--- src/rtl/xor_mem_frontend_if.sv ---
// xor_mem_frontend_if: client-side write/read bus of the XOR memory front-end
interface xor_mem_frontend_if #(parameter int ADDR_WIDTH = 10, parameter int DATA_WIDTH = 8);
  logic [1:0] wr_valid, wr_ready;
  logic [ADDR_WIDTH-1:0] wr_addr1, wr_addr2;
  logic [DATA_WIDTH-1:0] wr_data1, wr_data2;
  logic [3:0] rd_en, rd_valid;
  logic [ADDR_WIDTH-1:0] rd_addr1, rd_addr2, rd_addr3, rd_addr4;
  logic [DATA_WIDTH-1:0] rd_data1, rd_data2, rd_data3, rd_data4;
  modport master (
    output wr_valid, wr_addr1, wr_addr2, wr_data1, wr_data2, rd_en,
           rd_addr1, rd_addr2, rd_addr3, rd_addr4,
    input  wr_ready, rd_valid, rd_data1, rd_data2, rd_data3, rd_data4
  );
  modport slave (
    input  wr_valid, wr_addr1, wr_addr2, wr_data1, wr_data2, rd_en,
           rd_addr1, rd_addr2, rd_addr3, rd_addr4,
    output wr_ready, rd_valid, rd_data1, rd_data2, rd_data3, rd_data4
  );
endinterface

--- src/rtl/xor_mem_frontend.sv ---
// xor_mem_frontend: hazard-hiding client front-end for the 4R/2W XOR multi-port RAM
module xor_mem_frontend #(
  parameter int ADDR_WIDTH = 10,
  parameter int DATA_WIDTH = 8
) (
  input  logic                  clk,
  input  logic                  rst,
  xor_mem_frontend_if.slave     bus,
  output logic [1:0]            o_mem_en_w,
  output logic [ADDR_WIDTH-1:0] o_mem_wa1,
  output logic [ADDR_WIDTH-1:0] o_mem_wa2,
  output logic [DATA_WIDTH-1:0] o_mem_w1,
  output logic [DATA_WIDTH-1:0] o_mem_w2,
  output logic [ADDR_WIDTH-1:0] o_mem_ra1,
  output logic [ADDR_WIDTH-1:0] o_mem_ra2,
  output logic [ADDR_WIDTH-1:0] o_mem_ra3,
  output logic [ADDR_WIDTH-1:0] o_mem_ra4,
  input  logic [DATA_WIDTH-1:0] i_mem_r1,
  input  logic [DATA_WIDTH-1:0] i_mem_r2,
  input  logic [DATA_WIDTH-1:0] i_mem_r3,
  input  logic [DATA_WIDTH-1:0] i_mem_r4,
  output logic [15:0]           o_drop_cnt
);
  logic [ADDR_WIDTH-1:0] w_wa [2];
  logic [DATA_WIDTH-1:0] w_wd [2];
  logic [ADDR_WIDTH-1:0] w_ra [4];
  logic [DATA_WIDTH-1:0] w_mr [4];
  logic [1:0] w_ready, w_iss, w_en;
  logic w_coll;
  logic [1:0] r_prev_v;
  logic [ADDR_WIDTH-1:0] r_prev_a [2];
  logic [DATA_WIDTH-1:0] r_prev_d [2];
  logic [3:0] r_rv;
  logic [15:0] r_drop;
  always_comb begin
    w_wa[0] = bus.wr_addr1;
    w_wa[1] = bus.wr_addr2;
    w_wd[0] = bus.wr_data1;
    w_wd[1] = bus.wr_data2;
    w_ra[0] = bus.rd_addr1;
    w_ra[1] = bus.rd_addr2;
    w_ra[2] = bus.rd_addr3;
    w_ra[3] = bus.rd_addr4;
    w_mr[0] = i_mem_r1;
    w_mr[1] = i_mem_r2;
    w_mr[2] = i_mem_r3;
    w_mr[3] = i_mem_r4;
    // a port stalls when the other port wrote the same address last cycle
    w_ready = rst ? 2'b00 : {!(r_prev_v[0] && r_prev_a[0] == w_wa[1]),
                             !(r_prev_v[1] && r_prev_a[1] == w_wa[0])};
    w_iss = bus.wr_valid & w_ready;
    w_coll = &w_iss && w_wa[0] == w_wa[1];
    w_en = {w_iss[1], w_iss[0] && !w_coll};
    bus.wr_ready = w_ready;
    bus.rd_valid = r_rv;
    o_mem_en_w = w_en;
    o_mem_wa1 = w_wa[0];
    o_mem_wa2 = w_wa[1];
    o_mem_w1 = w_wd[0];
    o_mem_w2 = w_wd[1];
    o_mem_ra1 = w_ra[0];
    o_mem_ra2 = w_ra[1];
    o_mem_ra3 = w_ra[2];
    o_mem_ra4 = w_ra[3];
    o_drop_cnt = r_drop;
  end
  always_ff @(posedge clk) begin
    r_prev_v <= rst ? 2'b00 : w_en;
    r_prev_a[0] <= w_wa[0];
    r_prev_a[1] <= w_wa[1];
    r_prev_d[0] <= w_wd[0];
    r_prev_d[1] <= w_wd[1];
    r_rv <= rst ? 4'b0000 : bus.rd_en;
    r_drop <= rst ? 16'd0 : r_drop + {15'd0, w_coll && r_drop != 16'hFFFF};
  end
  for (genvar k = 0; k < 4; k++) begin : g_rd
    logic [3:0] w_m;
    logic [DATA_WIDTH-1:0] w_fd, w_out, r_fd;
    logic r_hit;
    // newest first: this cycle's port 2, port 1, then last cycle's port 2, port 1
    always_comb begin
      w_m = {r_prev_v[0] && r_prev_a[0] == w_ra[k], r_prev_v[1] && r_prev_a[1] == w_ra[k],
             w_en[0] && w_wa[0] == w_ra[k], w_en[1] && w_wa[1] == w_ra[k]};
      w_fd = w_m[0] ? w_wd[1] : w_m[1] ? w_wd[0] : w_m[2] ? r_prev_d[1] : r_prev_d[0];
      w_out = r_rv[k] ? (r_hit ? r_fd : w_mr[k]) : '0;
    end
    always_ff @(posedge clk) begin
      r_hit <= !rst && |w_m;
      r_fd <= w_fd;
    end
  end
  always_comb begin
    bus.rd_data1 = g_rd[0].w_out;
    bus.rd_data2 = g_rd[1].w_out;
    bus.rd_data3 = g_rd[2].w_out;
    bus.rd_data4 = g_rd[3].w_out;
  end
endmodule
--- src/flat_wrapper.sv ---
// flat-port wrapper written by rule: the top's interface ports become plain ports
module xor_mem_frontend_flat 
#(
  parameter int ADDR_WIDTH = 10,
  parameter int DATA_WIDTH = 8
)
  (clk, rst, o_mem_en_w, o_mem_wa1, o_mem_wa2, o_mem_w1, o_mem_w2, o_mem_ra1, o_mem_ra2, o_mem_ra3, o_mem_ra4, i_mem_r1, i_mem_r2, i_mem_r3, i_mem_r4, o_drop_cnt, bus_wr_valid, bus_wr_addr1, bus_wr_addr2, bus_wr_data1, bus_wr_data2, bus_rd_en, bus_rd_addr1, bus_rd_addr2, bus_rd_addr3, bus_rd_addr4, bus_wr_ready, bus_rd_valid, bus_rd_data1, bus_rd_data2, bus_rd_data3, bus_rd_data4);
  xor_mem_frontend_if #(.ADDR_WIDTH(ADDR_WIDTH), .DATA_WIDTH(DATA_WIDTH)) bus_i ();
  input  logic clk;
  input  logic rst;
  output logic [1:0] o_mem_en_w;
  output logic [ADDR_WIDTH-1:0] o_mem_wa1;
  output logic [ADDR_WIDTH-1:0] o_mem_wa2;
  output logic [DATA_WIDTH-1:0] o_mem_w1;
  output logic [DATA_WIDTH-1:0] o_mem_w2;
  output logic [ADDR_WIDTH-1:0] o_mem_ra1;
  output logic [ADDR_WIDTH-1:0] o_mem_ra2;
  output logic [ADDR_WIDTH-1:0] o_mem_ra3;
  output logic [ADDR_WIDTH-1:0] o_mem_ra4;
  input  logic [DATA_WIDTH-1:0] i_mem_r1;
  input  logic [DATA_WIDTH-1:0] i_mem_r2;
  input  logic [DATA_WIDTH-1:0] i_mem_r3;
  input  logic [DATA_WIDTH-1:0] i_mem_r4;
  output logic [15:0] o_drop_cnt;
  input wire logic [$bits(bus_i.wr_valid)-1:0] bus_wr_valid;
  input wire logic [$bits(bus_i.wr_addr1)-1:0] bus_wr_addr1;
  input wire logic [$bits(bus_i.wr_addr2)-1:0] bus_wr_addr2;
  input wire logic [$bits(bus_i.wr_data1)-1:0] bus_wr_data1;
  input wire logic [$bits(bus_i.wr_data2)-1:0] bus_wr_data2;
  input wire logic [$bits(bus_i.rd_en)-1:0] bus_rd_en;
  input wire logic [$bits(bus_i.rd_addr1)-1:0] bus_rd_addr1;
  input wire logic [$bits(bus_i.rd_addr2)-1:0] bus_rd_addr2;
  input wire logic [$bits(bus_i.rd_addr3)-1:0] bus_rd_addr3;
  input wire logic [$bits(bus_i.rd_addr4)-1:0] bus_rd_addr4;
  output wire logic [$bits(bus_i.wr_ready)-1:0] bus_wr_ready;
  output wire logic [$bits(bus_i.rd_valid)-1:0] bus_rd_valid;
  output wire logic [$bits(bus_i.rd_data1)-1:0] bus_rd_data1;
  output wire logic [$bits(bus_i.rd_data2)-1:0] bus_rd_data2;
  output wire logic [$bits(bus_i.rd_data3)-1:0] bus_rd_data3;
  output wire logic [$bits(bus_i.rd_data4)-1:0] bus_rd_data4;
  assign bus_i.wr_valid = bus_wr_valid;
  assign bus_i.wr_addr1 = bus_wr_addr1;
  assign bus_i.wr_addr2 = bus_wr_addr2;
  assign bus_i.wr_data1 = bus_wr_data1;
  assign bus_i.wr_data2 = bus_wr_data2;
  assign bus_i.rd_en = bus_rd_en;
  assign bus_i.rd_addr1 = bus_rd_addr1;
  assign bus_i.rd_addr2 = bus_rd_addr2;
  assign bus_i.rd_addr3 = bus_rd_addr3;
  assign bus_i.rd_addr4 = bus_rd_addr4;
  assign bus_wr_ready = bus_i.wr_ready;
  assign bus_rd_valid = bus_i.rd_valid;
  assign bus_rd_data1 = bus_i.rd_data1;
  assign bus_rd_data2 = bus_i.rd_data2;
  assign bus_rd_data3 = bus_i.rd_data3;
  assign bus_rd_data4 = bus_i.rd_data4;
  xor_mem_frontend #(.ADDR_WIDTH(ADDR_WIDTH), .DATA_WIDTH(DATA_WIDTH)) u_core (.clk(clk), .rst(rst), .bus(bus_i), .o_mem_en_w(o_mem_en_w), .o_mem_wa1(o_mem_wa1), .o_mem_wa2(o_mem_wa2), .o_mem_w1(o_mem_w1), .o_mem_w2(o_mem_w2), .o_mem_ra1(o_mem_ra1), .o_mem_ra2(o_mem_ra2), .o_mem_ra3(o_mem_ra3), .o_mem_ra4(o_mem_ra4), .i_mem_r1(i_mem_r1), .i_mem_r2(i_mem_r2), .i_mem_r3(i_mem_r3), .i_mem_r4(i_mem_r4), .o_drop_cnt(o_drop_cnt));
endmodule
--- config.mk ---
export PLATFORM = sky130hd
export DESIGN_NAME = xor_mem_frontend_flat
export DESIGN_NICKNAME = d
export VERILOG_FILES = /design/src/rtl/xor_mem_frontend_if.sv /design/src/rtl/xor_mem_frontend.sv /design/src/flat_wrapper.sv
export SDC_FILE = /design/constraint.sdc
export NUM_CORES = 1
export LEC_CHECK = 0
export CORE_MARGIN = 2
export CORE_UTILIZATION = 46
export DETAILED_ROUTE_END_ITERATION = 16
export GPL_TIMING_DRIVEN = 0
export PLACE_DENSITY = 0.85
export SLEW_MARGIN = 30
export SYNTH_ARGS = -nofsm -noshare
export SYNTH_HDL_FRONTEND = slang
export SYNTH_SLANG_ARGS = --single-unit
--- constraint.sdc ---
create_clock -name clk -period 3.2 [get_ports clk]
set_input_delay 0.32 -clock clk [delete_from_list [all_inputs] [get_ports clk]]
set_output_delay 0.32 -clock clk [all_outputs]
set_load 0.02 [all_outputs]
[Yosys cells after proc, flatten, opt, wreduce, memory -nomap -nowiden]
Memory sizes are Yosys's and may differ from the RTL's.
Cells that the tools add are included.
Storage, ports and cells
  memories: 2
  bits in registers: 58
  output and inout bits: 132
  input port bits: 116
  bits in writable memories: 36
Memories
  u_core.r_prev_a: depth 2, width 10, rd ports 2, clocked after memory_dff 0, wr ports 2, RTL line xor_mem_frontend.sv:31  | logic [ADDR_WIDTH-1:0] r_prev_a [2];
  u_core.r_prev_d: depth 2, width 8, rd ports 2, clocked after memory_dff 0, wr ports 2, RTL line xor_mem_frontend.sv:32  | logic [DATA_WIDTH-1:0] r_prev_d [2];
Cells by class
  muxes and demuxes: 21
  add/subtract/negate cells: 1
  bitwise gates (word level): 1
  equality and inequality tests: 20
  reduce and logical (&&, ||, !) cells: 34
Operator list (count)
  == test 10 bit: 19
  two-way mux 8 bit: 20
  logical AND 1 bit: 25
  adder 16 x 1 -> 16 bit: 1
  != test 16 bit, second input constant: 1
  OR reduction 4 bit: 4
  zero test 1 bit: 4
  AND 2 bit: 1
  two-way mux 2 bit: 1
  AND reduction 2 bit: 1

[Longest topological paths before layout]
Gate-level depths: netlist of the first run.
  word-level depth: 12
  gate-level depth with buffers: 12
  mapped depth without buffers: 11

[Worst setup path after synthesis of the first run]
OpenSTA, ideal clock, no wires.
  path kind: in2reg
  start: input bus_wr_addr2[3]
  end: register u_core.r_drop[12] (netlist: u_core.o_drop_cnt[12])
  buffers on the path: 1
  required time: 3130 ps
  library setup time: 70 ps
  stages on the path: 12
  arrival: 2685 ps
  setup slack: 444 ps
  cells stage by stage: clkbuf_1 > xnor2_1 > nand4_1 > nor3_1 > nand4b_1 > nor3b_1 > ha_1 > ha_1 > inv_1 > or3_1 > or3_1 > a21oi_1
Between the ends
  cells in the longest elaborated chain, start to end: 9
Ends and longest elaborated chain
  start: declaration: RTL line flat_wrapper.sv:27  | input wire logic [$bits(bus_i.wr_addr2)-1:0] bus_wr_addr2;
  == test 10 bit: RTL line xor_mem_frontend.sv:49  | w_ready = rst ? 2'b00 : {!(r_prev_v[0] && r_prev_a[0] == w_wa[1]),
  logical AND 1 bit: RTL line xor_mem_frontend.sv:49
  zero test 1 bit: RTL line xor_mem_frontend.sv:49
  two-way mux 2 bit: RTL line xor_mem_frontend.sv:49
  AND 2 bit: RTL line xor_mem_frontend.sv:51  | w_iss = bus.wr_valid & w_ready;
  AND reduction 2 bit: RTL line xor_mem_frontend.sv:52  | w_coll = &w_iss && w_wa[0] == w_wa[1];
  logical AND 1 bit *: RTL line xor_mem_frontend.sv:52
  logical AND 1 bit *: RTL line xor_mem_frontend.sv:74  | r_drop <= rst ? 16'd0 : r_drop + {15'd0, w_coll && r_drop != 16'hFFFF};
  adder 16 x 1 -> 16 bit *: RTL line xor_mem_frontend.sv:74
  end signal: assignment: RTL line xor_mem_frontend.sv:74
  end: declaration: RTL line xor_mem_frontend.sv:34  | logic [15:0] r_drop;
Every way passes the cells marked *; elsewhere a longest branch is shown, timed or not.
A chain may end at the register's enable or synchronous reset.

[Worst setup path in the final report of the first run]
  start: input bus_wr_addr1[1]
  end: output o_mem_en_w[0]
Between the ends
  cells in the longest elaborated chain, start to end: 9
Ends and longest elaborated chain
  start: declaration: RTL line flat_wrapper.sv:26  | input wire logic [$bits(bus_i.wr_addr1)-1:0] bus_wr_addr1;
  == test 10 bit: RTL line xor_mem_frontend.sv:50  | !(r_prev_v[1] && r_prev_a[1] == w_wa[0])};
  logical AND 1 bit: RTL line xor_mem_frontend.sv:50
  zero test 1 bit: RTL line xor_mem_frontend.sv:50
  two-way mux 2 bit: RTL line xor_mem_frontend.sv:49
  AND 2 bit: RTL line xor_mem_frontend.sv:51
  AND reduction 2 bit: RTL line xor_mem_frontend.sv:52
  logical AND 1 bit: RTL line xor_mem_frontend.sv:52
  zero test 1 bit: RTL line xor_mem_frontend.sv:53  | w_en = {w_iss[1], w_iss[0] && !w_coll};
  logical AND 1 bit *: RTL line xor_mem_frontend.sv:53
  end: declaration: RTL line flat_wrapper.sv:11  | output logic [1:0] o_mem_en_w;
Marked as above.

==> summary.md, run 1 <==
| Metric | Value |
|---|---|
| Number of standard-cell rows in the floorplan | 44 |
| Width of the die | 126.1 um |
| Number of H-tree branching levels | 3 |
| Global-route wire length before repair | between 30 and 40 mm |
| Die Footprint | about 16000 um^2 |
| Reported net switching power | roughly 0.00097 W |
| Sink Count | 94 |
| Number of global-route vias before repair | around 6500 |
| Number of flip-flops and latches in the synthesized netlist | 94 |
| Endpoint kind of the worst setup timing path | output pin |
| Kind of launch point of the worst setup path | input pin |
| Initial Utilization | 47.19% |
| Area share of the largest cell type after synthesis | ~27% |
| Synth cell types | 40 |
| Share of power burned in combinational logic | 29.3% |
| Leading register cell type out of synthesis | sky130_fd_sc_hd__dfxtp_1 |
| Power Total | between 0.003 and 0.004 W |
| Worst setup skew after layout | between 7 and 8 ps |
| Worst setup path category | in2out |
| Synth Warn # | 0 |
| Headroom to the max-slew limit | 43.92% |
| RSZ-0062 raised after global routing | false |
| Number of port buffers | 225 |
| Library cell with the highest instance count after synthesis | sky130_fd_sc_hd__xnor2_1 |
| Final Core Density | between 60% and 70% |
| Cell area after technology mapping | slightly below 7000 um^2 |
| Layout overhead on the synthesized area | 41.52% |
| Buffer cell driving the clock tree root | sky130_fd_sc_hd__clkbuf_16 |
| Internal power summed over all cells | approximately 0.0022 W |
| Avg Inst Size Synth | 8.908 um^2 |
| NumNets Final | about 1100 |
| Actual transition at the worst max-transition pin | 841.2 ps |
| Static power due to leakage | between 3 and 4 nW |
| Sequential cell area fraction in the yosys report | a little over a quarter |
| Number of standard cells after synthesis | between 700 and 800 |
| Instance area after placement | approximately 9300 um^2 |
| Final Critical Period | around 3100 ps |
| Clk Latency, worst-skew pair | ~350 ps |
| Maximum number of pins on one net before global-route repair | 18 |
| Number of buffers on the longest clock path | 2 |
| Top area cells in the synthesized netlist | sky130_fd_sc_hd__dfxtp_1, sky130_fd_sc_hd__xnor2_1, sky130_fd_sc_hd__mux2i_1, sky130_fd_sc_hd__xor2_1, sky130_fd_sc_hd__buf_4 |
| Number of enable flip-flop cells after synthesis | 0 |
| N_diodes | 0 |
| VDD IR-drop max | between 0.0002 and 0.0003 V |
| Final design area excluding fillers | ~9700 um^2 |
| Post-Synthesis Net Count | about 890 |
| Max capacitance violation total | 0 |
| Placement-stage worst setup slack | -496.3 ps |
| Worst Path Arrival | between 2000 and 3000 ps |
| Core area | 14530 um^2 |
| Multi-input logic area | between 4000 and 5000 um^2 |
| Power density over the cells | around 330 nW/um^2 |
| FILL cells | about 1200 |
| Highest achievable clock rate | approximately 0.32 GHz |
| Endpoints failing setup | 0 |
| Fraction of power consumed by sequential logic | between 30% and 40% |
| Routed length per instance | around 19 um |
| Part of the power in the clock network | between 30% and 40% |
| GP Congestion | 0.9958 |
| Async set or reset register ratio after synthesis | 0% |
| DR DRC count | 0 |
| 1st-iter DRT viols | around 600 |
| Gr usage total | about 29% |
| Clock tree from TritonCTS | done |
| Critical-path maximum fanout | 10 |
| Cts bufs inserted | 9 |
| Sequential cell area | ~1900 um^2 |
| Via-to-Cell Ratio | 5.360 |
| Library cell with the largest summed area after synthesis | sky130_fd_sc_hd__dfxtp_1 |
| Initial DRT Pass Iterations | 5 |
| Final setup TNS | 0 ps |
| Vias after detailed routing | 6411 |
| Run status | complete, no violations |
| Number of failing hold endpoints at the final stage | 0 |
| Placed wire-length estimate after detailed placement | between 15 and 20 mm |
| Top post-synthesis cells by count | sky130_fd_sc_hd__xnor2_1, sky130_fd_sc_hd__dfxtp_1, sky130_fd_sc_hd__buf_4, sky130_fd_sc_hd__xor2_1, sky130_fd_sc_hd__mux2i_1 |
| Part of the cycle the worst path needs | a little over nine tenths |
| Setup slack after layout | just over 80 ps |
| Detailed Route WL | approximately 23 mm |
| Ports | 248 |
| Switching part of the total | 30.23% |
| Antenna violations before repair | 1 |
| Clock transition at the register clock pins on the worst setup and hold paths after CTS | 70 ps |
| Die height | between 100 and 150 um |
| Hold Path Class | in2reg |
| Remaining global-route overflow | 0 |
| DRT antenna net count | 0 |
| Worst Path Required | roughly 2900 ps |
| Max-slew violation total from the final report | 0 |
| Fraction of final layout cells sized beyond drive strength 1 | between 15 and 20% |
## worst paths after layout
check	start	endpoint	slack, ps	depth (start not counted)
max	bus_wr_addr1[1]	o_mem_en_w[0]	80	10
max reg2reg	u_core.r_prev_a[0][17]	u_core.o_drop_cnt[12]	160	12
min	bus_wr_addr1[4]	u_core.r_prev_a[0][4]	460	1
min reg2reg	u_core.o_drop_cnt[5]	u_core.o_drop_cnt[5]	520	2
## layer usage
metal	GRT usage [%]	routed length, um	vias up
li1	-	-	3001
met1	35.89	9500	2994
met2	46.68	10850	354
met3	6.882	1828	62
met4	12.28	776	0
met5	0	0	-
## cells by family (layout without fill, tap and decap cells)
group | Yosys count | in the layout | synth area share [%]
multiplexers | 64 | 64 | 9.340
buffers and inverters | 159 | 401 | 13.86
AO/OA/AOI/OAI | 84 | 84 | 9.650
flip-flops | 94 | 94 | 27.44
adder cells (fa/ha/maj) | 2 | 2 | 0.3648
XOR/XNOR | 201 | 201 | 25.67
AND/OR/NAND/NOR | 166 | 166 | 13.68
## timing repair
action	in CTS	in global routing
gates resized for setup	14	21
pin swaps	2	1
hold buffers	0	0
buffers inserted	1	2
endpoints found under the setup margin	3	4
## placed cells by master (no fill, tap or decap), drive strengths merged, types with 2 or more instances in the layout
| master | netlist | final |
|---|---|---|
| clkdlybuf4s50 | 0 | 224 |
| xnor2 | 130 | 130 |
| buf | 106 | 108 |
| dfxtp | 94 | 94 |
| xor2 | 71 | 71 |
| mux2i | 64 | 64 |
| clkbuf | 49 | 58 |
| nor2b | 41 | 41 |
| a21oi | 36 | 36 |
| nand4 | 27 | 27 |
| o22ai | 24 | 24 |
| nor2 | 19 | 19 |
| nand3 | 18 | 18 |
| nor4 | 18 | 18 |
| nand2 | 14 | 14 |
| nor3 | 13 | 13 |
| o32ai | 8 | 8 |
| inv | 4 | 7 |
| or3 | 6 | 6 |
| a41oi | 4 | 4 |
| o211ai | 3 | 3 |
| and2 | 3 | 3 |
| a31oi | 3 | 3 |
| o21ai | 3 | 3 |
| ha | 2 | 2 |
| clkinvlp | 0 | 2 |
## registers in the layout, summed over array words and instances, names as in the netlist
register / cells
u_core.r_prev_a: 20
u_core.g_rd.r_fd: 32
u_core.r_prev_v: 2
u_core.r_prev_d: 16
u_core.o_drop_cnt: 16
u_core.g_rd.r_hit: 4
u_core.bus.rd_valid: 4
## power by group through the flow
stage	registers (W)	logic, W	clock network, W
4_1_cts	0.00125	0.000934	0.00104
3_3_place_gp	0.00127	0.000916	0
3_5_place_dp	0.00127	0.000928	0
2_1_floorplan	0.00127	0.000534	0
6_report	0.00125	0.000944	0.00102
5_1_grt	0.00126	0.000995	0.00109
## area by class of cell
type | count | share of cell area (%)
inverter | 4 | 0.1547
tap | 184 | 2.372
timing repair buffer | 228 | 23.42
clock buffer | 10 | 2.359
sequential | 94 | 19.39
multi-input combinational | 517 | 41.66
clock inverter | 6 | 0.5414
buffer | 153 | 10.11
## through the flow
stage / instances / hold WS, ps
after floorplan: 770 / 347.7
after CTS: 1195 / 457.7
after detailed placement: 1179 / 506.3
final: 1196 / 457.8
after global routing: 1196 / 469.3
after global placement: 1179 / 496.4
## worst max-delay path: stages
cell                              delay (ps)
sky130_fd_sc_hd__clkdlybuf4s50_1         480
sky130_fd_sc_hd__buf_6                   180
sky130_fd_sc_hd__xor2_1                  160
sky130_fd_sc_hd__nor4_2                  340
sky130_fd_sc_hd__or4b_1                  480
sky130_fd_sc_hd__buf_6                   160
sky130_fd_sc_hd__nor2_2                  120
sky130_fd_sc_hd__buf_6                   170
sky130_fd_sc_hd__nor2b_1                  60
sky130_fd_sc_hd__dlygate4sd2_1           320
Note: power is estimated with default switching activity, not from simulation.
==> run 2: changes to the inputs <==
CAP_MARGIN = 25   (was not set)
==> results of run 2 <==
No change in the layout: final DEF, timing and power equal those of run 1.
